===== src/rtl/mdu_pkg.sv =====
// Shared definitions for the iterative RV32M divider: funct3 encodings,
// controller states and the iteration-counter sizing helper.
package mdu_pkg;

    localparam logic [2:0] FN_DIV  = 3'b100;
    localparam logic [2:0] FN_DIVU = 3'b101;
    localparam logic [2:0] FN_REM  = 3'b110;
    localparam logic [2:0] FN_REMU = 3'b111;

    typedef enum logic [1:0] {
        ST_IDLE = 2'd0,
        ST_PREP = 2'd1,
        ST_ITER = 2'd2,
        ST_DONE = 2'd3
    } div_state_e;

    // Wide enough to hold N itself, not just N-1.
    function automatic int cnt_width(input int xlen, input int unroll);
        return $clog2(xlen / unroll) + 1;
    endfunction

endpackage


===== src/rtl/mdu_iter_div_step.sv =====
// One combinational restoring-division step: shift the next dividend bit into
// the partial remainder and subtract the divisor when it fits.
module div_step #(
    parameter int XLEN = 32
) (
    input  logic [XLEN-1:0] rem_in,
    input  logic [XLEN-1:0] dividend_in,
    input  logic [XLEN-1:0] divisor,
    output logic [XLEN-1:0] rem_out,
    output logic [XLEN-1:0] dividend_out,
    output logic            q_bit
);

    logic [XLEN:0] shifted;
    logic [XLEN:0] diff;

    // The extra top bit of diff is the borrow: set when the divisor does not fit.
    always_comb begin
        shifted      = {rem_in, dividend_in[XLEN-1]};
        diff         = shifted - {1'b0, divisor};
        q_bit        = ~diff[XLEN];
        rem_out      = q_bit ? diff[XLEN-1:0] : shifted[XLEN-1:0];
        dividend_out = {dividend_in[XLEN-2:0], 1'b0};
    end

endmodule


===== src/rtl/mdu_iter_div.sv =====
// Multi-cycle DIV/DIVU/REM/REMU unit for the execute stage; resolves UNROLL
// quotient bits per cycle and stalls the pipeline while busy.
module mdu_iter_div
    import mdu_pkg::*;
#(
    parameter int XLEN   = 32,
    parameter int UNROLL = 1
) (
    input  logic            clk,
    input  logic            reset,
    input  logic            start,
    input  logic            flush,
    input  logic [2:0]      funct3,
    input  logic [XLEN-1:0] op_a,
    input  logic [XLEN-1:0] op_b,
    output logic            div_stall,
    output logic            valid,
    output logic [XLEN-1:0] result
);

    localparam int N_ITER = XLEN / UNROLL;
    localparam int CNT_W  = cnt_width(XLEN, UNROLL);

    div_state_e       state, next_state;
    logic [CNT_W-1:0] cnt;
    logic [2:0]       fn;
    logic [XLEN-1:0]  dvd_reg, dvs_reg, rem_reg, quo_reg;
    logic             sign_q, sign_r;
    logic             is_signed, is_rem, div_zero, overflow;
    logic [XLEN-1:0]  dvd_abs, dvs_abs, quo_next, final_res;
    logic [XLEN-1:0]  rem_chain [UNROLL+1];
    logic [XLEN-1:0]  dvd_chain [UNROLL+1];
    logic [UNROLL-1:0] q_bits;

    assign is_signed = (fn == FN_DIV) || (fn == FN_REM);
    assign is_rem    = (fn == FN_REM) || (fn == FN_REMU);
    assign div_zero  = (dvs_reg == '0);
    assign overflow  = is_signed && (dvd_reg == {1'b1, {(XLEN-1){1'b0}}}) && (dvs_reg == '1);
    assign dvd_abs   = (is_signed && dvd_reg[XLEN-1]) ? ('0 - dvd_reg) : dvd_reg;
    assign dvs_abs   = (is_signed && dvs_reg[XLEN-1]) ? ('0 - dvs_reg) : dvs_reg;

    assign rem_chain[0] = rem_reg;
    assign dvd_chain[0] = dvd_reg;

    for (genvar i = 0; i < UNROLL; i++) begin : g_step
        div_step #(.XLEN(XLEN)) u_step (
            .rem_in      (rem_chain[i]),
            .dividend_in (dvd_chain[i]),
            .divisor     (dvs_reg),
            .rem_out     (rem_chain[i+1]),
            .dividend_out(dvd_chain[i+1]),
            .q_bit       (q_bits[UNROLL-1-i])
        );
    end

    // Earliest step in the chain produces the most significant quotient bit.
    always_comb begin
        quo_next  = {quo_reg[XLEN-UNROLL-1:0], q_bits};
        final_res = is_rem ? (sign_r ? ('0 - rem_chain[UNROLL]) : rem_chain[UNROLL])
                           : (sign_q ? ('0 - quo_next) : quo_next);
    end

    always_comb begin
        next_state = state;
        div_stall  = 1'b0;
        case (state)
            ST_IDLE: begin
                if (start && !flush) begin
                    next_state = ST_PREP;
                    div_stall  = reset;
                end
            end
            ST_PREP: begin
                div_stall  = 1'b1;
                next_state = (div_zero || overflow) ? ST_DONE : ST_ITER;
            end
            ST_ITER: begin
                div_stall = 1'b1;
                if (cnt == CNT_W'(1)) next_state = ST_DONE;
            end
            ST_DONE: next_state = ST_IDLE;
            default: next_state = ST_IDLE;
        endcase
        if (flush) next_state = ST_IDLE;
    end

    // Result and valid are loaded on entry to DONE so they appear in that cycle.
    always_ff @(posedge clk or negedge reset) begin
        if (!reset) begin
            state   <= ST_IDLE;
            cnt     <= '0;
            fn      <= '0;
            dvd_reg <= '0;
            dvs_reg <= '0;
            rem_reg <= '0;
            quo_reg <= '0;
            sign_q  <= 1'b0;
            sign_r  <= 1'b0;
            valid   <= 1'b0;
            result  <= '0;
        end else begin
            state <= next_state;
            valid <= 1'b0;
            if (flush) begin
                cnt <= '0;
            end else begin
                case (state)
                    ST_IDLE: begin
                        if (start) begin
                            fn      <= funct3;
                            dvd_reg <= op_a;
                            dvs_reg <= op_b;
                        end
                    end
                    ST_PREP: begin
                        sign_q  <= is_signed & (dvd_reg[XLEN-1] ^ dvs_reg[XLEN-1]);
                        sign_r  <= is_signed & dvd_reg[XLEN-1];
                        dvd_reg <= dvd_abs;
                        dvs_reg <= dvs_abs;
                        rem_reg <= '0;
                        quo_reg <= '0;
                        cnt     <= CNT_W'(N_ITER);
                        if (div_zero) begin
                            result <= is_rem ? dvd_reg : '1;
                            valid  <= 1'b1;
                        end else if (overflow) begin
                            result <= is_rem ? '0 : dvd_reg;
                            valid  <= 1'b1;
                        end
                    end
                    ST_ITER: begin
                        rem_reg <= rem_chain[UNROLL];
                        dvd_reg <= dvd_chain[UNROLL];
                        quo_reg <= quo_next;
                        cnt     <= cnt - CNT_W'(1);
                        if (cnt == CNT_W'(1)) begin
                            result <= final_res;
                            valid  <= 1'b1;
                        end
                    end
                    default: ;
                endcase
            end
        end
    end

endmodule

===== config.mk =====
export PLATFORM = sky130hd
export DESIGN_NAME = mdu_iter_div
export DESIGN_NICKNAME = d
export VERILOG_FILES = /design/src/rtl/mdu_pkg.sv /design/src/rtl/mdu_iter_div_step.sv /design/src/rtl/mdu_iter_div.sv
export SDC_FILE = /design/constraint.sdc
export NUM_CORES = 1
export LEC_CHECK = 0
export ABC_CLOCK_PERIOD_IN_PS = 9800
export CAP_MARGIN = 15
export CORE_UTILIZATION = 50
export CTS_CLUSTER_SIZE = 8
export DETAILED_ROUTE_END_ITERATION = 16
export GPL_TIMING_DRIVEN = 0
export MAX_ROUTING_LAYER = met4
export PLACE_DENSITY = 0.7
export SLEW_MARGIN = 40
export SYNTH_ARGS = -nofsm -noshare
export SYNTH_HDL_FRONTEND = slang
export SYNTH_SLANG_ARGS = --single-unit
export TNS_END_PERCENT = 5

===== constraint.sdc =====
create_clock -name clk -period 9.8 [get_ports clk]
set_input_delay 0.98 -clock clk [delete_from_list [all_inputs] [get_ports clk]]
set_output_delay 0.98 -clock clk [all_outputs]
set_load 0.01 [all_outputs]

* Word-level counts from Yosys, hierarchy flattened
Index checks and enable logic that the tools add are counted.
** Word-level totals
- Bits in registers :: 173
- Latch bits :: 0
- Memory bits (writable) :: 0
- Bits in read-only memories :: 0
- Input port bits :: 71
- Output and inout port bits :: 34
- Word-level logic and storage cells :: 93
- Memories :: 0
** Cells by class
- $add $sub $neg :: 6
- Multiply operators :: 0
- Div/mod/pow operators :: 0
- Order comparisons :: 0
- Equality and inequality tests :: 16
- Shifts and indexed selects :: 0
- Mux-type cells :: 32
- Bitwise operators :: 5
- Reductions and logical operators :: 23
** Operators with widths (number)
- $mux 32 :: 13
- $pmux 32 s2 :: 3
- $sub 1x32->32 const A :: 4
- $pmux 32 s3 :: 1
- $eq 32x32->1 const B :: 2
- $pmux 31 s2 :: 1
- $sub 33x32->33 :: 1
- $logic_not 32->1 :: 1
- $pmux 6 s2 :: 1
- $reduce_and 4->1 :: 3
- $eq 3x3->1 const B :: 3
- $ne 3x3->1 const B :: 3
- $ne 2x2->1 const B :: 4
- $pmux 2 s4 :: 1
- $eq 6x1->1 const B :: 1
- $mux 1 :: 6
- $mux 2 :: 3
- $mux 6 :: 1
- $reduce_and 2->1 :: 3
- $reduce_bool 3->1 :: 2
- $sub 6x1->6 const B :: 1
- $logic_and 1x1->1 :: 5
- $eq 2x2->1 const B :: 2
- $pmux 1 s2 :: 2
- other kinds (10) :: 15

* Logic depth before layout (Yosys ltp)
Gate-level depths: netlist of run 1.
- Word-level depth :: 8
- Mapped depth :: 25

* Hierarchy
From an unflattened synthesis of run 1, not the netlist that was laid out.
** Unflattened totals
- Cell total of the unflattened synthesis :: 1687
- Area, all modules :: 13785.7 um^2
** By module, submodules not included
- mdu_iter_div :: times used 1, cells an instance 1343, area an instance 11285.8 um^2
- div_step :: times used 1, cells an instance 344, area an instance 2499.9 um^2

* Least setup slack after synthesis of run 1
No wires, ideal clock.
- Path kind :: reg2reg
- From :: reg dvd_reg[31]
- To :: reg result[26]
- Setup time :: 0.082 ns
- Data arrival time :: 5.302 ns
- Data required time :: 9.718 ns
- Path slack :: 4.416 ns
- Cell stages (with the launch flop) :: 24
- Cells stage by stage :: dfrtp_1 > clkbuf_1 > inv_1 > ha_1 > fa_1 > nand2b_1 > a21oi_2 > a311oi_4 > o21ai_4 > a31oi_4 > xnor2_2 > clkinv_2 > clkbuf_1 > clkbuf_1 > buf_1 > a21oi_1 > ha_1 > nor4b_1 > mux2i_1 > or4b_1 > o31ai_1 > xnor2_1 > nand2_1 > a31oi_1
** Between the ends
- Word-level cells in the longest chain between the ends :: 7
- Elaborated cells on any way between the ends :: 15
- Those cells by class :: 3 x add/sub; 2 x eq/ne; 6 x mux; 1 x bitwise; 3 x reduce/logical
** RTL lines
- from (decl) :: RTL line mdu_iter_div.sv:27 : logic [XLEN-1:0] dvd_reg, dvs_reg, rem_reg, quo_reg;
- from (signal assigned) :: RTL line mdu_iter_div.sv:111 : dvd_reg <= op_a;
- from (signal assigned) :: RTL line mdu_iter_div.sv:118 : dvd_reg <= dvd_abs;
- from (signal assigned) :: RTL line mdu_iter_div.sv:133 : dvd_reg <= dvd_chain[UNROLL];
- $sub 33x32->33 :: RTL line mdu_iter_div_step.sv:20 : diff = shifted - {1'b0, divisor};
- $mux 32 or $not 1->1 (tied branches) :: RTL line mdu_iter_div_step.sv:22, mdu_iter_div_step.sv:21
- $sub 1x32->32 (on tied branches) :: RTL line mdu_iter_div.sv:59, mdu_iter_div.sv:60
- $mux 32 (on tied branches) :: RTL line mdu_iter_div.sv:59, mdu_iter_div.sv:60
- $mux 32 :: RTL line mdu_iter_div.sv:59 : final_res = is_rem ? (sign_r ? ('0 - rem_chain[UNROLL]) : rem_chain[UNROLL])
- $mux 32 :: RTL line mdu_iter_div.sv:136 : if (cnt == CNT_W'(1)) begin
- $pmux 32 s2 :: RTL line mdu_iter_div.sv:107 : case (state)
- to (signal assigned) :: RTL line mdu_iter_div.sv:124 : result <= is_rem ? dvd_reg : '1;
- to (signal assigned) :: RTL line mdu_iter_div.sv:127 : result <= is_rem ? '0 : dvd_reg;
- to (signal assigned) :: RTL line mdu_iter_div.sv:137 : result <= final_res;
- to (decl) :: RTL line mdu_iter_div.sv:18 : output logic [XLEN-1:0] result
Several ways; a longest one is shown, not always the timed one. The select of a mux whose other input is x is not followed.
A chain may end at the register's enable or synchronous reset.

* Worst setup path after layout of run 1
- From :: reg dvd_reg[31]
- To :: reg result[30]
Same word-level chain as after synthesis.

==> results of run 1 <==
kinds of logic (layout without fill, tap and decap cells):
family	after synthesis	in the layout	synth area share, %
AO/OA/AOI/OAI	609	609	28.7
flip-flops	173	173	31.6
multiplexers	34	34	2.55
AND/OR/NAND/NOR	619	619	21.2
buffers and inverters	203	342	5.78
XOR/XNOR	94	94	6.06
adder cells (fa/ha/maj)	45	45	4.16
stage by stage:
stage | setup slack [ns] | instances | utilization [%]
floorplan | 4.42 | 1777 | -
global placement | 0.318 | 2222 | 56.3
detailed placement | 2.70 | 2225 | 56.6
CTS | 2.63 | 2257 | 58.9
global route | 1.91 | 2257 | 59.0
finish | 2.49 | 2257 | 59.0
cell usage in the layout (no fill, tap or decap), drive strengths merged, types with 7 or more instances in the layout:
master | synthesis | layout
a211o | 8 | 8
a211oi | 24 | 24
a21o | 21 | 21
a21oi | 143 | 143
a221o | 11 | 11
a221oi | 15 | 15
a222oi | 10 | 10
a22oi | 9 | 9
a31o | 8 | 8
a31oi | 20 | 20
and2 | 9 | 9
and3 | 10 | 10
buf | 20 | 24
clkbuf | 111 | 129
clkdlybuf4s50 | 0 | 103
clkinv | 3 | 8
dfrtp | 173 | 173
ha | 44 | 44
inv | 69 | 74
mux2i | 29 | 29
nand2 | 244 | 244
nand2b | 18 | 18
nand3 | 27 | 27
nand3b | 7 | 7
nand4 | 21 | 21
nor2 | 131 | 131
nor2b | 7 | 7
nor3 | 69 | 69
nor4 | 25 | 25
o211ai | 18 | 18
o21ai | 208 | 208
o22ai | 11 | 11
o31ai | 43 | 43
o41ai | 7 | 7
or2 | 7 | 7
or3 | 19 | 19
xnor2 | 45 | 45
xor2 | 49 | 49
cell type report:
class / count / share of cell area [%]
Clock inverter: 14 / 1.16
Timing Repair Buffer: 107 / 7.06
Buffer: 131 / 3.28
Tap cell: 341 / 2.69
Sequential cell: 173 / 27.2
Clock buffer: 18 / 2.70
Inverter: 72 / 1.71
Multi-Input combinational cell: 1401 / 54.2
routing by layer:
layer / global-route usage (%) / wire length (µm)
met2: 55.9 / 22600
met1: 51.8 / 22400
met5: - / 0
met3: 6.67 / 4580
met4: 10.8 / 1220
critical path: cells and delay by family (launching register included):
| family | cells | cell delay [ns] |
|---|---|---|
| compound gates | 7 | 1.64 |
| xor+xnor | 2 | 0.56 |
| fa+ha+maj | 3 | 0.98 |
| buf+inv | 6 | 1.94 |
| flops | 1 | 0.44 |
| mux | 1 | 0.23 |
| simple gates | 5 | 1.38 |
worst max path at each step:
stage	start	endpoint	cells after the start
after floorplan	dvd_reg[31]	result[26]	23
after global placement	reset	quo_reg[24]	1
after detailed placement	dvd_reg[31]	result[30]	24
after CTS	dvd_reg[31]	result[26]	23
after global routing	dvd_reg[31]	result[30]	24
final	dvd_reg[31]	result[30]	24
power by group through the flow:
stage                     sequential [mW]  combinational [mW]  clock, mW
after global routing                 1.20                2.78      0.773
final                                1.17                2.56      0.741
after floorplan                      1.11                1.63          0
after CTS                            1.16                2.49      0.737
after detailed placement             1.17                2.48          0
after global placement               1.16                2.44          0
==> qor.yml, run 1 <==
worst_setup_path:
  rrSetupSlack_ns: 2.49
  cp_data_required_time_ns: 10.15
  critPathLaunchType: "register"
  endpoint_kind: "register"
  crit_chain: "clkbuf_1 -> inv_1 -> ha_1 -> fa_1 -> nand2b_1 -> a21oi_2 -> a311oi_4 -> o21ai_4 -> a31oi_4 -> xnor2_2 -> clkinv_2 -> clkbuf_1 -> clkbuf_1 -> buf_1 -> a21oi_1 -> ha_1 -> nor4b_1 -> nand2_1 -> mux2i_1 -> nand4b_1 -> nor4_1 -> a21oi_1 -> xor2_1 -> o311ai_1"
  r2r_start: "dvd_reg[31]"
  worst-r2r-cell-count: 24
  path_common_cell: "clkbuf_1"
  max_stage_delay_ns: 0.57
  rr_endpoint: "result[30]"
  timing_worst_setup_path_type: "register to register"
  crit_fanout: 10
  worst_ep_arrival_time_ns: 7.65
  crit_slowest_cell: "clkbuf_1"
clock_network:
  cts.sink_count: 173
  cts_buffer_depth: 2
  htree_levels: 4
  cts_buffers: 17
  insertion_delay_ns: 0.46
  cts_resized: 0
  cts_hold_buf: 0
  clock-root-buffer: "clkbuf_16"
  clk_pin_slew_ns: 0.08
  cts_tree: "done"
  postCtsSetupBuffers: 0
sta:
  fmax_mhz: 137
  slew_violations: 0
  fin_tns_setup_ns: 0
  relSlewSlack_pct: 39.7
  skew_ns: 0.0128
  setup_violations: 0
  holdWs_ns: 0.373
  worstMarginPinSlew_ns: 0.904
  rsz0062_at_grt: "false"
  min_period_over_period_pct: 74.6
  fin_crit_ns: 7.31
  finalHoldViolations: 0
logic_synthesis:
  ys_async_sr_fraction_pct: 100
  syn_area_per_cell_um2: 7.72
  synth_top_cell_area_share_pct: 31.6
  syn_inst: 1777
  ys_ff_latch: 173
  yosys-top-cells-area: "dfrtp_1 (32%), nand2_1 (6.7%), o21ai_0 (6.5%), a21oi_1 (5.2%), ha_1 (4.0%)"
  yosysMostFrequentCell: "nand2_1"
  synth_top_cell_by_area: "dfrtp_1"
  synth_nets: 1893
  ys_types: 89
  ys.flop_type: "dfrtp_1"
  yosys_warnings: 0
  synth_edf_count: 0
  synthesis.area_um2: 13700
  ys_top_cells_by_count: "nand2_1 (244), o21ai_0 (178), dfrtp_1 (173), a21oi_1 (142), nor2_1 (130)"
  ys_seq_area_share_pct: 31.6
power_and_ir_drop:
  p_int_mw: 2.19
  p_total_mw: 4.47
  swShare_pct: 51.2
  p_switching_mw: 2.29
  clockPowerShare_pct: 16.6
  p_seq_share_pct: 26.3
  comb_power_share_pct: 57.2
  powerDensity_nw_per_um2: 282
  leakagePower_nw: 6.57
  ir_drop_uv: 150
layout:
  final_nets: 2019
  seq_area_um2: 4330
  layout-drive-gt1-share_pct: 4.44
  finalInstanceArea_um2: 15900
  area_delta_synth_final_pct: 15.9
  diodes: 0
  n_fill_cell: 2475
  multi_input_area_um2: 8610
global_routing:
  grt-ovfl-total: 0
  antenna_found_initial: 0
  grt_max_degree: 55
  grt_pass1_wl_mm: 78.6
  grtUsageTotal_pct: 37.4
  grt_pass1_vias: 13500
worst_hold_path:
  worstHoldPathType: "primary input to async pin"
placement:
  gp_congestion: 0.996
  numPortBuffers: 104
  placed_area_um2: 15300
  hpwl_mm: 39.0
detailed_routing:
  vias: 14600
  wirelength_mm: 50.8
  antenna_left: 0
  first_iter_violations: 1713
  dr.pass1.iters: 6
  drc: 0
  avgViaCountPerCell: 6.46
  routedWlPerCell_um: 22.5
flow_run:
  max_cap_violations: 0
floorplan:
  dieHeight_um: 168
  placementRows: 60
  start_util_pct: 50.9
  pin_count: 105
  dieArea_um2: 28100
  die_w_um: 168
  core_area_um2: 27000
outcome:
  status: "completed"
No activity file was read; power rests on OpenSTA's default activity.
==> run 2: changes to the inputs <==
Settings changed: ABC_CLOCK_PERIOD_IN_PS 9800 to 6850.
Clock period 9.8 ns to 6.85 ns, I/O delays scaled along.
==> qor.yml, run 2 (same netlist as run 1, synthesis figures left out) <==
worst_setup_path:
  cp_data_required_time_ns: 7.23  # -2.92 ns
  rr_endpoint: "result[26]"
  critPathLaunchType: "register"
  crit_fanout: 11  # +1
  rrSetupSlack_ns: 0.44  # -2.06 ns
  endpoint_kind: "register"
  timing_worst_setup_path_type: "register to register"
  worst_ep_arrival_time_ns: 6.79  # -0.86 ns
  r2r_start: "dvd_reg[31]"
  worst-r2r-cell-count: 23  # -4.2%
clock_network:
  htree_levels: 4  # unchanged
  cts_hold_buf: 0  # unchanged
  clk_pin_slew_ns: 0.08  # about the same
  clock-root-buffer: "clkbuf_16"
  cts_tree: "done"
  insertion_delay_ns: 0.46  # about the same
  cts_buffers: 17  # unchanged
  cts.sink_count: 173  # unchanged
  cts_buffer_depth: 2  # unchanged
detailed_routing:
  wl_met3_mm: 4.57  # -0.11%
  drc: 0  # unchanged
  vias: 14600  # +0.16%
  wl_met1_mm: 22.4  # -0.24%
  top_layer: "met4"
  routedWlPerCell_um: 22.5  # -0.22%
  first_iter_violations: 1876  # +9.5%
  antenna_left: 0  # unchanged
  wirelength_mm: 50.7  # -0.22%
  routed-wl-met2_mm: 22.5  # -0.34%
  dr.pass1.iters: 9  # +3
  avgViaCountPerCell: 6.47  # +0.16%
power_and_ir_drop:
  p_int_mw: 3.13  # +43%
  p_seq_share_pct: 26.4  # about the same
  powerDensity_nw_per_um2: 403  # +43%
  p_switching_mw: 3.28  # +43%
  ir_drop_uv: 217  # +45%
  swShare_pct: 51.1  # about the same
  leakagePower_nw: 6.58  # +0.19%
  comb_power_share_pct: 57.1  # about the same
  clockPowerShare_pct: 16.5  # about the same
  p_total_mw: 6.41  # +43%
floorplan:
  core_area_um2: 27000  # unchanged
  placementRows: 60  # unchanged
  dieHeight_um: 168  # unchanged
  dieArea_um2: 28100  # unchanged
  die_w_um: 168  # unchanged
  pin_count: 105  # unchanged
  start_util_pct: 50.9  # unchanged
sta:
  fin_crit_ns: 6.41  # -0.894 ns
  slew_violations: 0  # unchanged
  fmax_mhz: 156  # +14%
  relSlewSlack_pct: 41.8  # +2.1 points
  worstMarginPinSlew_ns: 0.873  # -0.0316 ns
  rsz0062_at_grt: "false"
  setup_violations: 0  # unchanged
  fin_tns_setup_ns: 0  # unchanged
  skew_ns: 0.0132  # +0.000379 ns
  finalHoldViolations: 0  # unchanged
  min_period_over_period_pct: 93.6  # +19 points
layout:
  final_nets: 2019  # unchanged
  n_fill_cell: 2472  # -0.12%
  finish.utilization_pct: 59.1  # +0.12 points
  area_delta_synth_final_pct: 16.1
  layout_commonest_cell: "nand2_1"
  diodes: 0  # unchanged
  final_cells: 2257  # unchanged
  layout-drive-gt1-share_pct: 4.75  # +0.31 points
  layout_common_cells: "nand2_1 (244), o21ai_0 (178), dfrtp_1 (172)"
global_routing:
  grt_max_degree: 55  # unchanged
  grt_pass1_wl_mm: 78.6  # about the same
  grt_pass1_vias: 13500  # +0.015%
  antenna_found_initial: 0  # unchanged
  grtUsageTotal_pct: 37.4  # about the same
  grt-ovfl-total: 0  # unchanged
placement:
  gp_congestion: 0.996  # unchanged
  numPortBuffers: 104  # unchanged
  hpwl_mm: 39.0  # unchanged
  place_inst: 2225  # unchanged
flow_run:
  max_cap_violations: 0  # unchanged
outcome:
  status: "completed"
worst_hold_path:
  worstHoldPathType: "primary input to async pin"
run 2: cell counts in the layout (fill, tap and decap cells not counted):
Identical to the previous run, type by type.
run 2: per-stage QoR:
| step | setup slack (ns) | hold slack (ns) | area (µm²) |
|---|---|---|---|
| CTS | 0.141 | 0.0898 | 15900 |
| global placement | -2.34 | 0.469 | 15200 |
| global route | 0.0658 | 0.0909 | 15900 |
| finish | 0.438 | 0.0766 | 15900 |
| detailed placement | -0.248 | 0.469 | 15300 |
| floorplan | 1.47 | 0.389 | 13700 |
run 2: area by class of cell:
type,instances,area (µm²),area share (%)
Inverter,72,272,1.71
Timing Repair Buffer,108,1130,7.09
Tap cell,341,427,2.68
Sequential cell,173,4330,27.2
Buffer,130,519,3.26
Multi-Input combinational cell,1401,8630,54.2
Clock inverter,14,184,1.16
Clock buffer,18,429,2.70
run 2: power by group through the flow:
| stage | sequential [mW] | combinational (mW) | clock [mW] |
|---|---|---|---|
| after floorplan | 1.59 | 2.33 | 0 |
| after global placement | 1.67 | 3.49 | 0 |
| after detailed placement | 1.67 | 3.55 | 0 |
| after CTS | 1.67 | 3.55 | 1.06 |
| after global routing | 1.72 | 3.97 | 1.10 |
| final | 1.69 | 3.66 | 1.06 |
run 2: what timing repair did:
action,4_1_cts,5_1_grt
gates cloned,0,0
buffers inserted,0,1
gates resized for setup,1,6
endpoints found under the setup margin,8,8
run 2: worst max-delay path by stage:
stage                 from          end  slack (ns)  cells past startpoint
6_report       dvd_reg[31]   result[26]        0.44                     23
4_1_cts        dvd_reg[31]   result[26]        0.14                     22
5_1_grt        dvd_reg[31]   result[26]        0.07                     23
3_3_place_gp         reset  quo_reg[24]       -2.34                      1
3_5_place_dp   dvd_reg[31]   result[30]       -0.25                     24
2_1_floorplan  dvd_reg[31]   result[26]        1.47                     23
run 2: per-layer routing:
layer | vias up | track usage (%)
met5 | - | -
met1 | 7025 | 51.8
met3 | 98 | 6.59
met4 | 0 | 10.7
met2 | 740 | 55.9
li1 | 6748 | -
run 2: worst max-delay path, stage by stage, from the launching register on:
cell and delay (ns):
dfrtp_2 0.57, inv_1 0.08, ha_1 0.22, fa_1 0.41, nand2b_1 0.23, a21oi_2 0.29
a311oi_4 0.18, o21ai_4 0.25, a31oi_4 0.16, xnor2_4 0.29, clkinv_2 0.19, clkbuf_1 0.32
clkbuf_2 0.32, clkbuf_2 0.28, a21oi_1 0.33, ha_1 0.32, nand2_1 0.10, nor4_1 0.23
mux2i_1 0.21, or4b_1 0.60, o31ai_1 0.27, xnor2_1 0.17, nand2_1 0.10, a31oi_1 0.20
==> run 3: changes to the inputs <==
Settings changed: ABC_CLOCK_PERIOD_IN_PS 6850 to 6900, SETUP_SLACK_MARGIN from default to 0.3.
Clock period 6.85 ns to 6.9 ns, I/O delays scaled along.
==> qor.yml, run 3 (same netlist as run 1, synthesis figures left out) <==
worst_setup_path:
  crit_fanout: 10  # -1
  worst_ep_arrival_time_ns: 6.66  # -0.13 ns
  timing_worst_setup_path_type: "register to register"
  rrSetupSlack_ns: 0.62  # +0.18 ns
  endpoint_kind: "register"
  worst-r2r-cell-count: 24  # +4.3%
  cp_data_required_time_ns: 7.28  # +0.05 ns
  rr_endpoint: "result[26]"
  critPathLaunchType: "register"
  r2r_start: "dvd_reg[31]"
floorplan:
  pin_count: 105  # unchanged
  die_w_um: 168  # unchanged
  placementRows: 60  # unchanged
  core_area_um2: 27000  # unchanged
  dieArea_um2: 28100  # unchanged
  dieHeight_um: 168  # unchanged
  start_util_pct: 50.9  # unchanged
placement:
  hpwl_mm: 39.0  # unchanged
  pre_cts_ws_ns: -0.198  # +0.0500 ns
  place_inst: 2225  # unchanged
  gp_congestion: 0.996  # unchanged
  placed_area_um2: 15300  # unchanged
  numPortBuffers: 104  # unchanged
sta:
  fin_crit_ns: 6.28  # -0.135 ns
  setup_ws_ns: 0.622  # +0.185 ns
  skew_ns: 0.0150  # +0.00185 ns
  fin_tns_setup_ns: 0  # unchanged
  min_period_over_period_pct: 91.0  # -2.6 points
  holdWs_ns: 0.0753  # -0.00130 ns
  slew_violations: 0  # unchanged
  finalHoldViolations: 0  # unchanged
  relSlewSlack_pct: 40.0  # -1.8 points
  rsz0062_at_grt: "false"
  worstMarginPinSlew_ns: 0.900  # +0.0271 ns
  fmax_mhz: 159  # +2.1%
  setup_violations: 0  # unchanged
global_routing:
  grt_pass1_vias: 13600  # +0.13%
  grt_max_degree: 55  # unchanged
  antenna_found_initial: 0  # unchanged
  grt-ovfl-total: 0  # unchanged
  grt_pass1_wl_mm: 78.6  # about the same
  grtUsageTotal_pct: 37.4  # about the same
detailed_routing:
  vias: 14600  # +0.062%
  wirelength_mm: 50.8  # +0.28%
  dr.pass1.iters: 6  # -3
  first_iter_violations: 1848  # -1.5%
  antenna_left: 0  # unchanged
  drc: 0  # unchanged
  avgViaCountPerCell: 6.47  # about the same
  routedWlPerCell_um: 22.5  # +0.24%
power_and_ir_drop:
  p_switching_mw: 3.26  # -0.41%
  p_seq_share_pct: 26.1  # -0.3 points
  leakagePower_nw: 6.59  # +0.13%
  powerDensity_nw_per_um2: 400  # -0.61%
  clockPowerShare_pct: 16.5  # about the same
  ir_drop_uv: 227  # +4.7%
  p_int_mw: 3.12  # -0.59%
  swShare_pct: 51.2  # about the same
  comb_power_share_pct: 57.4  # +0.3 points
layout:
  diodes: 0  # unchanged
  final_cells: 2258  # +0.044%
  layout_common_cells: "nand2_1 (244), o21ai_0 (178), dfrtp_1 (173)"
  layout-drive-gt1-share_pct: 4.85  # +0.10 points
  finalInstanceArea_um2: 15900  # +0.12%
  layout_commonest_cell: "nand2_1"
  area_delta_synth_final_pct: 16.2
  final_nets: 2020  # +0.050%
flow_run:
  max_cap_violations: 0  # unchanged
clock_network:
  clk_pin_slew_ns: 0.08  # about the same
  insertion_delay_ns: 0.46  # about the same
  cts.sink_count: 173  # unchanged
  cts_buffers: 17  # unchanged
  clock-root-buffer: "clkbuf_16"
  cts_tree: "done"
  htree_levels: 4  # unchanged
  cts_buffer_depth: 2  # unchanged
outcome:
  status: "completed"
worst_hold_path:
  worstHoldPathType: "primary input to async pin"
[run 3: changes by cell type in the layout (fill, tap and decap cells not counted), sizes merged]
cell	before	now
buf	24	25
[run 3: worst max-delay path by stage]
stage                startpoint          end  cells after the start
floorplan           dvd_reg[31]   result[26]                     23
global placement          reset  quo_reg[24]                      1
detailed placement  dvd_reg[31]   result[30]                     24
CTS                 dvd_reg[31]   result[26]                     23
global route        dvd_reg[31]   result[26]                     24
finish              dvd_reg[31]   result[26]                     24
[run 3: final cells by class]
| type | count | area, µm² |
|---|---|---|
| multi-input cells | 1401 | 8640 |
| repair buffers | 108 | 1130 |
| clock inverters | 14 | 184 |
| flip-flops and latches | 173 | 4330 |
| fillers | 2472 | 11000 |
| inverters | 72 | 272 |
| plain buffers | 131 | 528 |
| clock buffers | 18 | 429 |
| well taps | 341 | 427 |
[run 3: critical path: stages (launching register included)]
cell and delay, ns:
dfrtp_1 0.45, clkbuf_4 0.30, inv_1 0.06, ha_1 0.21, fa_1 0.41, nand2b_1 0.25
a21oi_4 0.23, a311oi_4 0.16, o21ai_4 0.26, a31oi_4 0.16, xnor2_4 0.29, clkinv_2 0.20
clkbuf_2 0.27, clkbuf_2 0.28, buf_2 0.27, a21oi_2 0.22, ha_1 0.29, nand2_1 0.10
nor4_1 0.22, mux2i_1 0.20, or4b_1 0.60, o31ai_1 0.28, xnor2_1 0.17, nand2_1 0.10
a31oi_1 0.20
[run 3: power by group through the flow]
stage | Sequential [mW] | Combinational, mW | Clock [mW]
final | 1.67 | 3.66 | 1.05
after global routing | 1.70 | 3.96 | 1.10
after CTS | 1.65 | 3.54 | 1.05
after detailed placement | 1.66 | 3.52 | 0
after global placement | 1.65 | 3.46 | 0
after floorplan | 1.58 | 2.32 | 0
[run 3: per-layer routing]
layer / routed length, µm / GRT usage, % / vias to the layer above / part of all wire [%]
met5: 0 / - / - / 0
met4: 1320 / 11.1 / 0 / 2.6
met3: 4700 / 6.83 / 100 / 9.2
met2: 22400 / 55.7 / 732 / 44
met1: 22400 / 51.7 / 7039 / 44
li1: - / - / 6749 / -
[run 3: what timing repair did]
item / 4_1_cts / 5_1_grt
setup endpoints to repair: 11 / 8
gates resized for setup: 5 / 7
setup buffers: 0 / 1
hold buffers: 0 / 0
[run 3: metrics by stage]
stage          total power, mW  utilization [%]
6_report                  6.38             59.1
3_5_place_dp              5.18             56.6
2_1_floorplan             3.89                -
4_1_cts                   6.23             59.0
5_1_grt                   6.75             59.1
3_3_place_gp              5.12             56.3
